===== src/rtl/pulse_to_level.sv =====
// pulse_to_level: stretches single-cycle event pulses into fixed-width level windows, each followed by a guaranteed low gap
module pulse_to_level #(
  parameter int HOLD_CYCLES = 4,
  parameter int GAP_CYCLES  = 2,
  parameter int RETRIGGER   = 0,
  parameter int DROP_W      = 8
) (
  input  logic              clk,
  input  logic              rst,
  input  logic              pulse_in,
  output logic              level_out,
  output logic              busy,
  output logic              done,
  output logic              pending,
  output logic [DROP_W-1:0] drop_cnt
);
  localparam int HW = HOLD_CYCLES > 1 ? $clog2(HOLD_CYCLES) : 1;
  localparam int GW = GAP_CYCLES > 1 ? $clog2(GAP_CYCLES) : 1;
  localparam logic [HW-1:0] HOLD_LD = HW'(HOLD_CYCLES - 1);
  localparam logic [GW-1:0] GAP_LD = GW'(GAP_CYCLES - 1);
  typedef enum logic [1:0] {IDLE, HIGH, GAP} state_t;
  state_t state_q, state_d;
  logic [HW-1:0] hold_q, hold_d;
  logic [GW-1:0] gap_q, gap_d;
  logic level_q, level_d, busy_q, busy_d, done_q, done_d, pending_q, pending_d, drop;
  logic [DROP_W-1:0] drop_q, drop_d;
  always_comb begin
    state_d   = state_q;
    hold_d    = hold_q;
    gap_d     = gap_q;
    pending_d = pending_q;
    done_d    = 1'b0;
    drop      = 1'b0;
    case (state_q)
      IDLE: if (pulse_in) begin
        state_d = HIGH;
        hold_d  = HOLD_LD;
      end
      HIGH: begin
        if (RETRIGGER != 0 && pulse_in) hold_d = HOLD_LD;
        else if (hold_q == '0) begin
          state_d = GAP;
          gap_d   = GAP_LD;
          done_d  = 1'b1;
        end else hold_d = hold_q - HW'(1);
        if (RETRIGGER == 0 && pulse_in) begin
          pending_d = 1'b1;
          drop      = pending_q;
        end
      end
      GAP: if (gap_q == '0) begin
        // a pending event is consumed here; a simultaneous pulse takes its slot without a drop
        state_d   = (pending_q || pulse_in) ? HIGH : IDLE;
        hold_d    = HOLD_LD;
        pending_d = pending_q && pulse_in;
      end else begin
        gap_d = gap_q - GW'(1);
        if (pulse_in) begin
          pending_d = 1'b1;
          drop      = pending_q;
        end
      end
      default: state_d = IDLE;
    endcase
    level_d = state_d == HIGH;
    busy_d  = state_d != IDLE;
    drop_d  = (drop && !(&drop_q)) ? drop_q + DROP_W'(1) : drop_q;
  end
  always_ff @(posedge clk or posedge rst) begin
    if (rst) begin
      state_q   <= IDLE;
      hold_q    <= '0;
      gap_q     <= '0;
      level_q   <= 1'b0;
      busy_q    <= 1'b0;
      done_q    <= 1'b0;
      pending_q <= 1'b0;
      drop_q    <= '0;
    end else begin
      state_q   <= state_d;
      hold_q    <= hold_d;
      gap_q     <= gap_d;
      level_q   <= level_d;
      busy_q    <= busy_d;
      done_q    <= done_d;
      pending_q <= pending_d;
      drop_q    <= drop_d;
    end
  end
  assign level_out = level_q;
  assign busy      = busy_q;
  assign done      = done_q;
  assign pending   = pending_q;
  assign drop_cnt  = drop_q;
endmodule


===== config.mk =====
export PLATFORM = sky130hd
export DESIGN_NAME = pulse_to_level
export DESIGN_NICKNAME = d
export VERILOG_FILES = /design/src/rtl/pulse_to_level.sv
export SDC_FILE = /design/constraint.sdc
export NUM_CORES = 1
export LEC_CHECK = 0
export BUFFER_PORTS_ARGS = -buffer_cell sky130_fd_sc_hd__buf_2
export CAP_MARGIN = 20
export CORE_ASPECT_RATIO = 1.25
export CORE_MARGIN = 4
export CORE_UTILIZATION = 45
export CTS_BUF_LIST = sky130_fd_sc_hd__clkbuf_4
export CTS_CLUSTER_DIAMETER = 150
export DETAILED_ROUTE_END_ITERATION = 10
export PLACE_DENSITY = 0.66
export SLEW_MARGIN = 20
export SYNTH_ARGS = -nofsm -noshare
export SYNTH_HDL_FRONTEND = slang
export SYNTH_SLANG_ARGS = --single-unit

===== constraint.sdc =====
create_clock -name clk -period 2.35 [get_ports clk]
set_clock_uncertainty 0.1 [all_clocks]
set_input_delay 0.1175 -clock clk [delete_from_list [all_inputs] [get_ports clk]]
set_output_delay 0.1175 -clock clk [all_outputs]
set_load 0.01 [all_outputs]

==> impl_metrics.json, run 1 <==
{
  "cts_buffers": 3,
  "ys_seq_area_frac": 0.466,
  "finalMaxSlewViolations": 0,
  "path_clk_slew_ns": 0.09,
  "min_period_ns": 1.89,
  "worstMarginPinSlew_ns": 0.628,
  "relSlewSlack": 0.581,
  "port_buffers": 14,
  "fmax_mhz": 529,
  "synth_top_area_share": 0.466,
  "seq_area_sq_um": 425,
  "crit_slowest_cell": "dfrtp_1",
  "synth_edf_count": 0,
  "p_per_area_mw_per_mm2": 1110,
  "coreArea_sq_mm": 0.00185,
  "fin_setup_tns_ns": 0,
  "ys_top_cells_by_count": "17 x dfrtp_1, 9 x inv_1, 7 x a21oi_1, 7 x ha_1, 6 x nor2_1",
  "clock_latency_ns": 0.29,
  "drc": 0,
  "critPathRequiredTime_ns": 2.43,
  "cts.htree.levels": 1,
  "synth_largest_area_cell": "dfrtp_1",
  "synthCells": 88,
  "place_congestion": 0.745,
  "cts_tree": "yes",
  "cp-end-kind": "flop",
  "hp-class": "in -> reg",
  "vdd_drop_max_uv": 594,
  "synth_warnings": 0,
  "die_w_um": 48.3,
  "drive_gt1_frac": 0.224,
  "cpPeakStageDelay_ns": 0.44,
  "multi_input_area_sq_um": 454,
  "dieArea_sq_mm": 0.00282,
  "n_antenna_cell": 0,
  "postSynthRegisterBits": 17,
  "ys_types": 29,
  "clockBufferDepth": 2,
  "status": "complete, no violations",
  "gr-usage-met2": 0.187,
  "firstDrtPassIters": 4,
  "grtUsageTotal": 0.132,
  "cap_violations": 0,
  "die_h_um": 58.4,
  "cp-start-kind": "flop",
  "crit_arrival_ns": 1.97,
  "grt.busiest_layer": "met2",
  "grt_util_met1": 0.180,
  "wl_per_cell_um": 12.5,
  "grt_max_degree": 18,
  "synth_flop_cell": "dfrtp_1",
  "drtAntennaViolNets": 0,
  "synth_area_per_cell_sq_um": 10.4,
  "vias": 653,
  "syn_nets": 98,
  "p_leak_nw": 0.524,
  "met3_usage": 0.0336,
  "syn2layout_area_growth_pct": 14.7,
  "grt_pass1_vias": 593,
  "grt_first_pass_wirelength_um": 2620,
  "post-cts-setup-buffers": 0,
  "initial_core_util": 0.494,
  "fillers": 162,
  "place.detailed.hpwl_um": 1230,
  "finalHoldViolations": 0,
  "syn_area_sq_um": 913,
  "wirelength_um": 1580,
  "via_per_inst": 5.18,
  "async_reset_ff_frac": 1.00,
  "rows": 17,
  "finalSetupViolCount": 0,
  "antenna_found_initial": 0,
  "synth_area_leaders": "dfrtp_1 47%, ha_1 9.6%, a21oi_1 3.8%",
  "rsz0062_at_grt": "false",
  "drtIter0Drc": 19,
  "path_cells": "inv_1 > ha_1 > nand3_2 > a211oi_4 > mux2_2",
  "synth_most_common_cell": "dfrtp_1",
  "fin_crit_sh": 0.805,
  "path_class": "reg -> reg",
  "clkSinkCount": 17,
  "holdWs_ns": 0.0589,
  "nNetsFinal": 118,
  "overflow": 0,
  "crit_path_max_fanout": 6,
  "top_level_ports": 15,
  "ctsRootBufferMaster": "clkbuf_4"
}
[through the flow]
| stage | cells | area [sq um] | setup slack, ns | utilization | power, mW |
|---|---|---|---|---|---|
| 2_1_floorplan | 88 | 913 | 0.603 | - | 0.861 |
| 3_3_place_gp | 121 | 1010 | 0.533 | 0.544 | 0.989 |
| 3_5_place_dp | 121 | 1010 | 0.468 | 0.544 | 1.00 |
| 4_1_cts | 126 | 1050 | 0.447 | 0.566 | 1.17 |
| 5_1_grt | 126 | 1050 | 0.356 | 0.566 | 1.27 |
| 6_report | 126 | 1050 | 0.459 | 0.566 | 1.16 |
[registers in the layout, indices dropped and copies added (netlist names)]
signal	count
level_out	1
gap_q	1
state_q	2
done	1
pending	1
hold_q	2
drop_cnt	8
busy	1
[final cells by class]
cell class / count / share of cell area
tap: 19 / 0.0227
multi-input combinational: 62 / 0.434
inverter: 9 / 0.0323
timing repair buffer: 15 / 0.0765
sequential: 17 / 0.406
clock buffer: 4 / 0.0287
[cell families after synthesis]
kind of cell	count (synthesis)	synth area share
flops	17	0.466
buf+inv	9	0.0370
simple gates	29	0.196
mux	1	0.0123
compound gates	20	0.145
xor+xnor	5	0.0480
fa+ha+maj	7	0.0959
[report_power, final]
group	total [mW]	internal (mW)	switching (mW)
registers	0.496	0.392	0.104
clock network	0.166	0.0776	0.0886
logic	0.496	0.219	0.278
[critical path: cells and delay by family, from the launching register on]
kind | cells | cell delay [ns]
DFF | 1 | 0.44
and+or+nand+nor | 1 | 0.17
buffers and inverters | 1 | 0.09
AOI/OAI and AO/OA | 1 | 0.29
adders and majority gates | 1 | 0.33
muxes | 1 | 0.37
[worst paths after layout]
kind / startpoint / end / slack (ns) / cells after the start
setup / recovery: state_q[0]$_DFF_PP0_ / drop_cnt[1]$_DFFE_PP0P_ / 0.46 / 5
hold / removal: pulse_in / pending$_DFFE_PP0P_ / 0.06 / 3
setup reg to reg: state_q[0]$_DFF_PP0_ / drop_cnt[1]$_DFFE_PP0P_ / 0.46 / 5
hold reg to reg: hold_q[0]$_DFFE_PP0P_ / hold_q[0]$_DFFE_PP0P_ / 0.38 / 1
max in group asynchronous: rst / pending$_DFFE_PP0P_ / 1.40 / 3
min in group asynchronous: rst / done$_DFF_PP0_ / 0.34 / 3
[what timing repair did]
| action | CTS | global route |
|---|---|---|
| resized for setup | 0 | 0 |
| hold buffers | 1 | 0 |
| hold endpoints to repair | 17 | 0 |
[routing by layer]
metal | up-vias | wire length (um)
met5 | - | 0
met4 | 0 | 37
met3 | 5 | 72
met2 | 13 | 719
met1 | 292 | 747
li1 | 343 | -
[layout by cell type, fill, tap and decap left out, drive strengths merged]
cell and n:
clkbuf 4, nor3b 1, a211oi 3, dfrtp 17, a21o 1, nand2b 2
and4b 1, nor4 2, xor2 2, and4 1, nand3 5, o22ai 1
mux2 1, nor2 6, dlygate4sd3 1, xnor2 3, o21a 1, o21ai 5
nand2 4, a21boi 1, nand4 2, inv 9, ha 7, nor2b 1
and3 3, nor3 1, a21oi 8, buf 14
(Power assumes the default switching activity.)
==> run 2, diff against run 1 <==
--- a/config.mk
+++ b/config.mk
@@ -13,7 +13,7 @@
 export CTS_BUF_LIST = sky130_fd_sc_hd__clkbuf_4
 export CTS_CLUSTER_DIAMETER = 150
 export DETAILED_ROUTE_END_ITERATION = 10
-export PLACE_DENSITY = 0.66
+export PLACE_DENSITY = 0.69
 export SLEW_MARGIN = 20
 export SYNTH_ARGS = -nofsm -noshare
 export SYNTH_HDL_FRONTEND = slang
==> constraint.sdc (replaced) <==
create_clock -name clk -period 1.74 [get_ports clk]
set_clock_uncertainty 0.1 [all_clocks]
set_input_delay 0.087 -clock clk [delete_from_list [all_inputs] [get_ports clk]]
set_output_delay 0.087 -clock clk [all_outputs]
set_load 0.01 [all_outputs]
==> impl_metrics.json, run 2 (synthesized netlist as in run 1, its figures left out) <==
{
  "nNetsFinal": 132,
  "clock_latency_ns": 0.29,
  "cp-start-kind": "flop",
  "fmax_mhz": 582,
  "setup_slack_ns": 0.0228,
  "place.detailed.hpwl_um": 1370,
  "relSlewSlack": 0.575,
  "clkSinkCount": 17,
  "die_h_um": 58.4,
  "n_antenna_cell": 0,
  "cts.htree.levels": 1,
  "finalMaxSlewViolations": 0,
  "crit_slowest_cell": "dfrtp_1",
  "drive_gt1_frac": 0.380,
  "drtAntennaViolNets": 0,
  "finalSetupViolCount": 0,
  "cpPeakStageDelay_ns": 0.39,
  "critical-path-top-delay-family": "flip-flops",
  "p_per_area_mw_per_mm2": 1560,
  "worst-path-buf-inv": 1,
  "coreArea_sq_mm": 0.00185,
  "die_w_um": 48.3,
  "rows": 17,
  "syn2layout_area_growth_pct": 31.9,
  "p_sw_mw": 0.751,
  "final_cell_mix": "17 x dfrtp_1, 14 x buf_2, 14 x buf_4",
  "cap_violations": 0,
  "fin_setup_tns_ns": 0,
  "overflow": 0,
  "clockBufferDepth": 2,
  "pre_cts_ws_ns": -0.0107,
  "grt_max_degree": 18,
  "path_clk_slew_ns": 0.10,
  "dieArea_sq_mm": 0.00282,
  "ctsRootBufferMaster": "clkbuf_4",
  "drc": 0,
  "pwr-share-clk": 0.125,
  "final_common_cell": "dfrtp_1",
  "initial_core_util": 0.494,
  "rsz0062_at_grt": "true",
  "cts_tree": "yes",
  "antenna_found_initial": 0,
  "p_seq_frac": 0.337,
  "firstDrtPassIters": 4,
  "grt_first_pass_wirelength_um": 3300,
  "drtIter0Drc": 13,
  "grtUsageTotal": 0.157,
  "wirelength_um": 1890,
  "top_level_ports": 15,
  "p_leak_nw": 0.605,
  "path_class": "reg -> reg",
  "critPathRequiredTime_ns": 1.82,
  "min_period_ns": 1.72,
  "cp-end-kind": "flop",
  "dpl_cell_area_sq_mm": 0.00110,
  "largest_reg_flops": 8,
  "vias": 722,
  "power.share.combinational": 0.539,
  "layout.cells.non_filler": 140,
  "crit_path_max_fanout": 4,
  "place_congestion": 0.814,
  "intPower_mw": 1.12,
  "cts_buffers": 3,
  "wl_per_cell_um": 13.5,
  "p_sw_frac": 0.400,
  "fillers": 154,
  "grt_pass1_vias": 760,
  "finalHoldViolations": 0,
  "status": "complete, no violations",
  "crit_arrival_ns": 1.80,
  "total_power_mw": 1.88,
  "path_cells": "inv_2 > ha_4 > nand3_4 > a211oi_4 > mux2_4",
  "hp-class": "in -> reg",
  "worstMarginPinSlew_ns": 0.637,
  "fin_crit_sh": 0.987,
  "design_area_sq_mm": 0.00120,
  "fin_util": 0.651,
  "port_buffers": 14,
  "vdd_drop_max_uv": 1040,
  "via_per_inst": 5.16,
  "holdWs_ns": 0.0518,
  "place_inst": 131
}
-- run 2: path summary, 6_finish.rpt --
check,startpoint,end,slack [ns],cells past startpoint
min in group asynchronous,rst,drop_cnt[6]$_DFFE_PP0P_,0.31,3
max in group asynchronous,rst,level_out$_DFF_PP0_,0.82,3
min,pulse_in,pending$_DFFE_PP0P_,0.05,3
max,state_q[0]$_DFF_PP0_,drop_cnt[1]$_DFFE_PP0P_,0.02,5
max reg2reg,state_q[0]$_DFF_PP0_,drop_cnt[1]$_DFFE_PP0P_,0.02,5
min reg2reg,hold_q[0]$_DFFE_PP0P_,hold_q[0]$_DFFE_PP0P_,0.38,1
-- run 2: power by group through the flow --
stage | registers, mW | logic, mW | clock network, mW
after CTS | 0.625 | 0.945 | 0.238
after global routing | 0.647 | 1.13 | 0.256
after global placement | 0.631 | 0.872 | 0
after detailed placement | 0.633 | 0.912 | 0
final | 0.632 | 1.01 | 0.234
after floorplan | 0.699 | 0.509 | 0
-- run 2: worst register-to-register path, cell delays in order, from the launching register on --
cell and delay (ns):
dfrtp_1 0.39, inv_2 0.07, ha_4 0.29, nand3_4 0.11, a211oi_4 0.32, mux2_4 0.33
-- run 2: layout make-up --
| class | count | area [sq um] | area share |
|---|---|---|---|
| clock buffers | 4 | 30.0 | 0.0249 |
| inverters | 9 | 33.8 | 0.0280 |
| multi-input cells | 62 | 507 | 0.421 |
| flip-flops and latches | 17 | 425 | 0.353 |
| repair buffers | 29 | 185 | 0.154 |
| well taps | 19 | 23.8 | 0.0197 |
-- run 2: metal layers --
metal / wire length [um] / part of all wire / vias to the layer above / GRT usage
met1: 876 / 0.46 / 334 / 0.213
met4: 21 / 0.011 / 0 / 0.0538
met2: 938 / 0.50 / 12 / 0.250
met3: 49 / 0.026 / 4 / 0.0183
li1: - / - / 372 / -
met5: 0 / 0 / - / 0
-- run 2: repair_timing --
item,4_1_cts,5_1_grt
hold buffers,1,0
gates cloned,0,0
setup endpoints to repair,1,8
gates resized for setup,2,6
buffers inserted,2,2
pin swaps,1,7
hold endpoints to repair,17,0
==> run 3, diff against run 2 <==
--- a/config.mk
+++ b/config.mk
@@ -14,6 +14,7 @@
 export CTS_CLUSTER_DIAMETER = 150
 export DETAILED_ROUTE_END_ITERATION = 10
 export PLACE_DENSITY = 0.69
+export REMOVE_ABC_BUFFERS = 1
 export SLEW_MARGIN = 20
 export SYNTH_ARGS = -nofsm -noshare
 export SYNTH_HDL_FRONTEND = slang
==> impl_metrics.json, run 3 (synthesized netlist as in run 1, its figures left out) <==
{
  "r2r_setup_slack_ns": 0.02,
  "top_level_ports": 15,
  "p_per_area_mw_per_mm2": 1530,
  "wirelength_um": 1850,
  "cts_tree": "yes",
  "path_clk_slew_ns": 0.10,
  "cp-start-kind": "flop",
  "largest_reg_flops": 8,
  "relSlewSlack": 0.574,
  "grt_max_degree": 18,
  "fmax_mhz": 581,
  "hold_path_startpoint": "pulse_in",
  "fin_setup_tns_ns": 0,
  "p_leak_nw": 0.594,
  "finalMaxSlewViolations": 0,
  "initial_core_util": 0.494,
  "cts_buffers": 3,
  "overflow": 0,
  "power.share.combinational": 0.517,
  "finalSetupViolCount": 0,
  "antenna_found_initial": 0,
  "p_seq_frac": 0.357,
  "reg2reg_to": "drop_cnt[1]$_DFFE_PP0P_",
  "critPathRequiredTime_ns": 1.82,
  "crit_slowest_cell": "dfrtp_1",
  "wl_per_cell_um": 13.4,
  "grt_first_pass_wirelength_um": 3020,
  "p_sw_frac": 0.400,
  "total_power_mw": 1.82,
  "ctsRootBufferMaster": "clkbuf_4",
  "vdd_drop_max_uv": 920,
  "crit_arrival_ns": 1.80,
  "worstMarginPinSlew_ns": 0.639,
  "intPower_mw": 1.09,
  "hp-class": "in -> reg",
  "rsz0062_at_grt": "true",
  "p_sw_mw": 0.726,
  "coreArea_sq_mm": 0.00185,
  "final_cell_mix": "17 x dfrtp_1, 14 x buf_2, 12 x buf_4",
  "drtIter0Drc": 13,
  "grtUsageTotal": 0.150,
  "min_delay_path_depth": 3,
  "cpPeakStageDelay_ns": 0.40,
  "path_cells": "inv_2 > ha_4 > nand3_4 > a211oi_4 > mux2_4",
  "finalHoldViolations": 0,
  "place.detailed.hpwl_um": 1260,
  "dieArea_sq_mm": 0.00282,
  "rows": 17,
  "clkSinkCount": 17,
  "clock_latency_ns": 0.29,
  "grt_pass1_vias": 743,
  "cp-end-kind": "flop",
  "reg2reg_depth": 5,
  "place_congestion": 0.806,
  "syn2layout_area_growth_pct": 29.6,
  "vias": 733,
  "min_to": "pending$_DFFE_PP0P_",
  "die_h_um": 58.4,
  "fin_crit_sh": 0.989,
  "nNetsFinal": 130,
  "die_w_um": 48.3,
  "worst-path-buf-inv": 1,
  "drive_gt1_frac": 0.370,
  "firstDrtPassIters": 4,
  "status": "complete, no violations",
  "cts.htree.levels": 1,
  "pwr-share-clk": 0.126,
  "r2r-start": "state_q[1]$_DFF_PP0_",
  "critical-path-top-delay-family": "flip-flops",
  "path_class": "reg -> reg",
  "via_per_inst": 5.31,
  "n_antenna_cell": 0,
  "fin_util": 0.640,
  "clockBufferDepth": 2,
  "port_buffers": 14,
  "crit_path_max_fanout": 4,
  "cap_violations": 0,
  "final_common_cell": "dfrtp_1",
  "drtAntennaViolNets": 0,
  "drc": 0,
  "min_period_ns": 1.72
}
run 3: final cells by class:
cell class	instances	area, sq um
clock buffers	4	30.0
flip-flops and latches	17	425
repair buffers	27	170
well taps	19	23.8
fillers	153	667
multi-input cells	62	500
inverters	9	33.8
run 3: repair_timing:
item	4_1_cts	5_1_grt
setup buffers	0	1
hold buffers	1	0
endpoints found under the setup margin	4	5
gates resized for setup	2	8
hold endpoints to repair	17	0
pin swaps	0	4
run 3: per-stage QoR:
| stage | setup slack, ns | hold slack [ns] | std cells | instance area, sq um |
|---|---|---|---|---|
| 6_report | 0.0200 | 0.0514 | 138 | 1180 |
| 5_1_grt | -0.0408 | 0.0713 | 138 | 1180 |
| 3_3_place_gp | 0.0415 | 0.106 | 132 | 1090 |
| 3_5_place_dp | 0.00715 | 0.107 | 132 | 1090 |
| 2_1_floorplan | -0.00720 | -0.0869 | 88 | 913 |
| 4_1_cts | -0.000401 | 0.0419 | 137 | 1140 |
run 3: worst max-delay path by stage:
stage	from	endpoint	slack (ns)	cells past startpoint
after floorplan	state_q[0]$_DFF_PP0_	drop_cnt[1]$_DFFE_PP0P_	-0.007	5
after global placement	state_q[1]$_DFF_PP0_	drop_cnt[1]$_DFFE_PP0P_	0.04	5
after detailed placement	state_q[1]$_DFF_PP0_	drop_cnt[1]$_DFFE_PP0P_	0.007	5
after CTS	state_q[1]$_DFF_PP0_	drop_cnt[1]$_DFFE_PP0P_	-0.0004	5
after global routing	state_q[1]$_DFF_PP0_	drop_cnt[7]$_DFFE_PP0P_	-0.04	7
final	state_q[1]$_DFF_PP0_	drop_cnt[1]$_DFFE_PP0P_	0.02	5
run 3: layer usage:
layer | vias up | global-route usage | part of all wire
met5 | - | 0 | 0
met4 | 0 | 0.0808 | 0.025
met3 | 5 | 0.0275 | 0.024
met2 | 10 | 0.239 | 0.50
met1 | 349 | 0.182 | 0.45
li1 | 369 | - | -
run 3: worst reg2reg max path: cells and delay by family, from the launching register on:
| family | cells | cell delay, ns |
|---|---|---|
| DFF | 1 | 0.40 |
| muxes | 1 | 0.33 |
| AOI/OAI and AO/OA | 1 | 0.30 |
| adders and majority gates | 1 | 0.29 |
| and+or+nand+nor | 1 | 0.12 |
| buffers and inverters | 1 | 0.07 |
run 3: power by group through the flow:
stage	combinational (mW)	sequential, mW	clock [mW]
CTS	0.850	0.642	0.241
global route	1.04	0.671	0.274
floorplan	0.466	0.696	0
detailed placement	0.824	0.648	0
finish	0.940	0.648	0.229
global placement	0.806	0.642	0
